File: src/rtl/hilo_muldiv_unit.sv
// Multi-cycle shift-add multiplier / restoring divider with HI/LO registers.
// Ports: clk, rst, start, op, RsData, RtData, hi_we, lo_we, wr_data -> busy, done, HiOut, LoOut.
module hilo_muldiv_unit #(
  parameter int WIDTH = 32
) (
  input  logic             clk,
  input  logic             rst,
  input  logic             start,
  input  logic [1:0]       op,
  input  logic [WIDTH-1:0] RsData,
  input  logic [WIDTH-1:0] RtData,
  input  logic             hi_we,
  input  logic             lo_we,
  input  logic [WIDTH-1:0] wr_data,
  output logic             busy,
  output logic             done,
  output logic [WIDTH-1:0] HiOut,
  output logic [WIDTH-1:0] LoOut
);

  localparam int CW = $clog2(WIDTH);
  localparam logic [WIDTH-1:0] MinInt = {1'b1, {(WIDTH-1){1'b0}}};

  typedef enum logic [1:0] {IDLE, BUSY, DONE} state_t;

  state_t           state, stateNext;
  logic [CW-1:0]    count;
  logic [WIDTH-1:0] accHi, accLo, opnd, rsRaw;
  logic [WIDTH-1:0] hiReg, loReg;
  logic             isDiv, negA, negB, divZero, divOvf;

  logic             accept, lastStep;
  logic             aNeg, bNeg;
  logic [WIDTH-1:0] rsMag, rtMag;
  logic [WIDTH:0]   mulSum;
  logic [WIDTH:0]   divShift;
  logic [WIDTH+1:0] divDiff;
  logic [WIDTH-1:0] stepHi, stepLo;
  logic [2*WIDTH-1:0] prod;
  logic [WIDTH-1:0] resHi, resLo;

  assign accept   = start && (state != BUSY);
  assign lastStep = (count == CW'(WIDTH-1));
  assign busy     = (state == BUSY);
  assign done     = (state == DONE);
  assign HiOut    = hiReg;
  assign LoOut    = loReg;

  // Signed ops (op[0]==0) work on magnitudes; signs fix up the result.
  assign aNeg  = ~op[0] & RsData[WIDTH-1];
  assign bNeg  = ~op[0] & RtData[WIDTH-1];
  assign rsMag = aNeg ? -RsData : RsData;
  assign rtMag = bNeg ? -RtData : RtData;

  always_ff @(posedge clk or posedge rst) begin
    if (rst) state <= IDLE;
    else     state <= stateNext;
  end

  always_comb begin
    stateNext = state;
    unique case (state)
      IDLE:    if (start) stateNext = BUSY;
      BUSY:    if (lastStep) stateNext = DONE;
      DONE:    stateNext = start ? BUSY : IDLE;
      default: stateNext = IDLE;
    endcase
  end

  // One iteration: accHi is the partial product / remainder,
  // accLo shifts out multiplier bits or dividend bits and collects quotient bits.
  always_comb begin
    mulSum   = {1'b0, accHi} + (accLo[0] ? {1'b0, opnd} : '0);
    divShift = {accHi, accLo[WIDTH-1]};
    divDiff  = {1'b0, divShift} - {2'b00, opnd};
    if (isDiv) begin
      if (divDiff[WIDTH+1]) begin
        stepHi = divShift[WIDTH-1:0];
        stepLo = {accLo[WIDTH-2:0], 1'b0};
      end else begin
        stepHi = divDiff[WIDTH-1:0];
        stepLo = {accLo[WIDTH-2:0], 1'b1};
      end
    end else begin
      stepHi = mulSum[WIDTH:1];
      stepLo = {mulSum[0], accLo[WIDTH-1:1]};
    end
  end

  always_comb begin
    prod = {stepHi, stepLo};
    if (!isDiv) begin
      if (negA ^ negB) prod = -prod;
      resHi = prod[2*WIDTH-1:WIDTH];
      resLo = prod[WIDTH-1:0];
    end else if (divZero) begin
      resHi = rsRaw;
      resLo = '1;
    end else if (divOvf) begin
      resHi = '0;
      resLo = MinInt;
    end else begin
      resHi = negA ? -stepHi : stepHi;
      resLo = (negA ^ negB) ? -stepLo : stepLo;
    end
  end

  always_ff @(posedge clk or posedge rst) begin
    if (rst) begin
      count   <= '0;
      accHi   <= '0;
      accLo   <= '0;
      opnd    <= '0;
      rsRaw   <= '0;
      hiReg   <= '0;
      loReg   <= '0;
      isDiv   <= 1'b0;
      negA    <= 1'b0;
      negB    <= 1'b0;
      divZero <= 1'b0;
      divOvf  <= 1'b0;
    end else if (state == BUSY) begin
      accHi <= stepHi;
      accLo <= stepLo;
      count <= count + CW'(1);
      if (lastStep) begin
        hiReg <= resHi;
        loReg <= resLo;
      end
    end else if (accept) begin
      // Multiply: opnd = multiplicand, accLo = multiplier.
      // Divide:   opnd = divisor,      accLo = dividend.
      count   <= '0;
      accHi   <= '0;
      accLo   <= op[1] ? rsMag : rtMag;
      opnd    <= op[1] ? rtMag : rsMag;
      rsRaw   <= RsData;
      isDiv   <= op[1];
      negA    <= aNeg;
      negB    <= bNeg;
      divZero <= op[1] && (RtData == '0);
      divOvf  <= (op == 2'b10) && (RsData == MinInt) && (RtData == '1);
    end else begin
      if (hi_we) hiReg <= wr_data;
      if (lo_we) loReg <= wr_data;
    end
  end

endmodule

File: config.mk
export PLATFORM = sky130hd
export DESIGN_NAME = hilo_muldiv_unit
export DESIGN_NICKNAME = d
export VERILOG_FILES = /design/src/rtl/hilo_muldiv_unit.sv
export SDC_FILE = /design/constraint.sdc
export NUM_CORES = 1
export LEC_CHECK = 0
export CORE_MARGIN = 4
export CORE_UTILIZATION = 45
export CTS_CLUSTER_DIAMETER = 150
export DETAILED_ROUTE_END_ITERATION = 8
export DONT_BUFFER_PORTS = 1
export PLACE_DENSITY = 0.6
export SYNTH_ARGS = -nofsm -noshare
export SYNTH_HDL_FRONTEND = slang
export SYNTH_SLANG_ARGS = --single-unit
File: constraint.sdc
create_clock -name clk -period 6.2 [get_ports clk]
set_input_delay 0.62 -clock clk [delete_from_list [all_inputs] [get_ports clk]]
set_output_delay 0.62 -clock clk [all_outputs]
set_load 0.1 [all_outputs]
==> flow_metrics.py <==
metrics = {
    "route": {
        "firstDrtPassIters": 6,
        "via_per_inst": 6.63,
        "ant_nets": 0,
        "top_layer": "met5",
        "drt_iter0_drc": 2179,
        "wirelength_um": 76600,
        "route.met3.wl_um": 9670,
        "vias": 18500,
        "met2WireLength_um": 32800,
        "drc_errors": 0,
        "m1WireLength_um": 30300,
        "avgRoutedWirePerCell_um": 27.4,
    },
    "hold_path": {
        "hold_depth": 2,
        "hp-start": "wr_data[0]",
        "worstHoldPathType": "primary input to flop",
        "min_delay_worst_endpoint": "HiOut[0]",
    },
    "logic_synthesis": {
        "syn_nets": 2507,
        "async_reset_ff_frac": 1.00,
        "yosys_register_bits": 204,
        "synth.cell_area_um2": 18400,
        "netlist_instances": 2332,
        "synth_flop_cell": "dfrtp_1",
        "yosysUniqueCellTypes": 103,
        "syn_avg_cell_area_um2": 7.88,
        "synth_seq_area_share": 0.278,
        "ys_warn_count": 0,
        "synth_edf_count": 0,
    },
    "job": {
        "cap_violations": 0,
    },
    "sta": {
        "period_needed_ps": 5710,
        "timing.final.crit_share": 0.920,
        "finalSetupTns_ps": 0,
        "fin_skew_ps": 19.6,
        "worst_pin_slew_ps": 1130,
        "hold_viol": 0,
        "slew_viol_final": 0,
        "slew_headroom": 0.245,
        "rsz0062_at_grt": "false",
        "max_freq_mhz": 175,
        "setup_violations": 0,
    },
    "die": {
        "core_area_um2": 40100,
        "die_y_um": 210,
        "ioPinCount": 169,
        "initial_core_util": 0.459,
        "dieWidth_um": 210,
        "fp.dieArea_um2": 44200,
        "placement_rows": 73,
    },
    "clock_tree": {
        "h-tree-depth": 1,
        "cts_buffers": 27,
        "clk_pin_slew_ps": 60,
        "cts.sinks": 204,
        "cts_max_path_buffers": 3,
        "cts_root_buf": "clkbuf_16",
        "cts_tree": "built",
        "clk_latency_ps": 580,
    },
    "global_route": {
        "grt_pass1_vias": 17000,
        "grt_first_pass_wirelength_um": 113000,
        "antenna_found_initial": 8,
        "gr-total-overflow": 0,
        "grt_use_total": 0.334,
        "grt_start_max_net_pins": 137,
    },
    "critical_path": {
        "reg2reg_depth": 24,
        "cp_cell_sequence": "ha_1 > a21oi_1 > o21ai_1 > a21o_1 > a21oi_2 > o21ai_2 > nor2_2 > a21oi_1 > inv_1 > ha_1 > nor3b_1 > o221ai_1 > nor3_1 > and2_1 > and2_2 > and2_1 > o21ai_0 > nor4_1 > nand4_1 > buf_4 > nor3_1 > a2111oi_0 > a211oi_1 > a21oi_1",
        "end_kind": "flop",
        "cp-start-kind": "flop",
        "path_class": "flop to flop",
        "r2r_slack_ps": 490,
        "crit_arrival_ps": 6160,
        "crit_required_ps": 6650,
        "path_common_cell": "a21oi_1",
        "critPathSlowestCell": "ha_1",
        "reg2reg_to": "HiOut[30]",
        "worstReg2RegStart": "accHi[17]",
        "cp_max_fo": 10,
        "crit_family": "simple AND/OR/NAND/NOR gates",
        "crit_path_max_incr_delay_ps": 450,
        "path_buf_inv": 2,
    },
    "placed_design": {
        "gp_congestion": 1.01,
        "numPortBuffers": 0,
        "dpl.hpwl_um": 58500,
    },
    "final_layout": {
        "area_growth_pct": 7.30,
        "nets": 2421,
        "layout-drive-gt1-share": 0.0865,
    },
    "run_status": {
        "status": "complete, no violations",
    },
}
registers in the layout, indices dropped and copies added (netlist names):
name     cells
opnd        32
divZero      1
rsRaw       32
negA         1
state        2
divOvf       1
HiOut       32
negB         1
isDiv        1
count        5
accHi       32
accLo       32
LoOut       32
worst max path at each step:
stage          startpoint        end  depth (start not counted)
6_report        accHi[17]  HiOut[30]                         24
5_1_grt         accHi[17]  HiOut[30]                         24
4_1_cts          accHi[9]  HiOut[30]                         23
3_5_place_dp     accHi[9]  HiOut[30]                         23
3_3_place_gp     accHi[9]  HiOut[26]                         23
2_1_floorplan         rst   HiOut[0]                          1
worst reg2reg max path, stage by stage, from the launching register on:
cell,delay [ps]
dfrtp_1,440
ha_1,450
a21oi_1,260
o21ai_1,140
a21o_1,310
a21oi_2,220
o21ai_2,100
nor2_2,160
a21oi_1,180
inv_1,150
ha_1,190
nor3b_1,270
o221ai_1,230
nor3_1,360
and2_1,250
and2_2,230
and2_1,250
o21ai_0,120
nor4_1,200
nand4_1,110
buf_4,200
nor3_1,260
a2111oi_0,150
a211oi_1,260
a21oi_1,100
through the flow:
step,std cells,hold WS (ps),instance area [um2],worst slack (ps),utilization
2_1_floorplan,2332,450,18400,12.6,-
3_3_place_gp,2740,479,18800,664,0.469
3_5_place_dp,2740,484,18800,497,0.469
4_1_cts,2789,152,19700,440,0.492
5_1_grt,2790,157,19700,34.2,0.492
6_report,2791,180,19700,493,0.492
logic make-up after synthesis:
| kind of cell | count (synthesis) | synth area share |
|---|---|---|
| DFF | 204 | 0.278 |
| AOI/OAI and AO/OA | 807 | 0.286 |
| buffers and inverters | 227 | 0.0512 |
| xor gates and xnor gates | 184 | 0.0877 |
| and+or+nand+nor | 764 | 0.205 |
| muxes | 74 | 0.0425 |
| adders and majority gates | 72 | 0.0498 |
cells in the final DEF, fill, tap and decap left out, types with 10 or more instances in the layout:
cell and count:
a211oi_1 59, o211ai_1 24, nor2_1 172, nand2b_1 15, o21ai_0 204, o31ai_1 36
buf_4 51, inv_1 56, a22oi_1 10, nand2_1 251, and3_1 19, and2_1 51
a31oi_1 29, nor3b_1 10, o21a_1 15, ha_1 70, a21boi_0 15, a221oi_1 39
nor3_1 41, nor2b_1 11, dfrtp_1 203, or3_1 31, xnor2_1 111, mux2i_1 41
clkbuf_16 27, a21oi_1 208, nor4_1 23, nand4_1 28, o41ai_1 10, a21o_1 29
mux2_2 33, xor2_1 71, nand3_1 65
routing by layer:
layer	track usage	vias up
li1	-	8405
met1	0.445	8848
met2	0.506	1049
met3	0.111	192
met4	0.123	14
met5	0	-
Yosys cell counts (31+ instances only):
cell type | instances | area, um2
and2_1 | 51 | 319
nand2_1 | 252 | 946
or3_1 | 31 | 194
xor2_1 | 72 | 631
a221oi_1 | 39 | 342
a211oi_1 | 59 | 443
clkbuf_1 | 129 | 484
xnor2_1 | 112 | 981
nand3_1 | 65 | 325
o21ai_0 | 204 | 1020
mux2i_1 | 41 | 410
dfrtp_1 | 204 | 5100
mux2_2 | 33 | 372
nor2_1 | 172 | 646
o31ai_1 | 36 | 270
a21oi_1 | 212 | 1060
ha_1 | 70 | 876
nor3_1 | 42 | 210
inv_1 | 59 | 221
cell type report:
cell class,instances,area [um2]
Fill cell,3964,20400
Clock inverter,10,146
Antenna cell,1,2.50
Inverter,59,231
Sequential cell,204,5110
Clock buffer,38,757
Multi-Input combinational cell,1901,12400
Timing Repair Buffer,53,413
Tap cell,525,657
what timing repair did:
item	in CTS	in global routing
hold endpoints to repair	43	0
setup endpoints to repair	0	2
gates resized for setup	0	1
hold buffers	1	0
buffers inserted	0	1
Power is not shown: default switching activity piles up to over one toggle a cycle in this logic, so the estimate is an artifact.
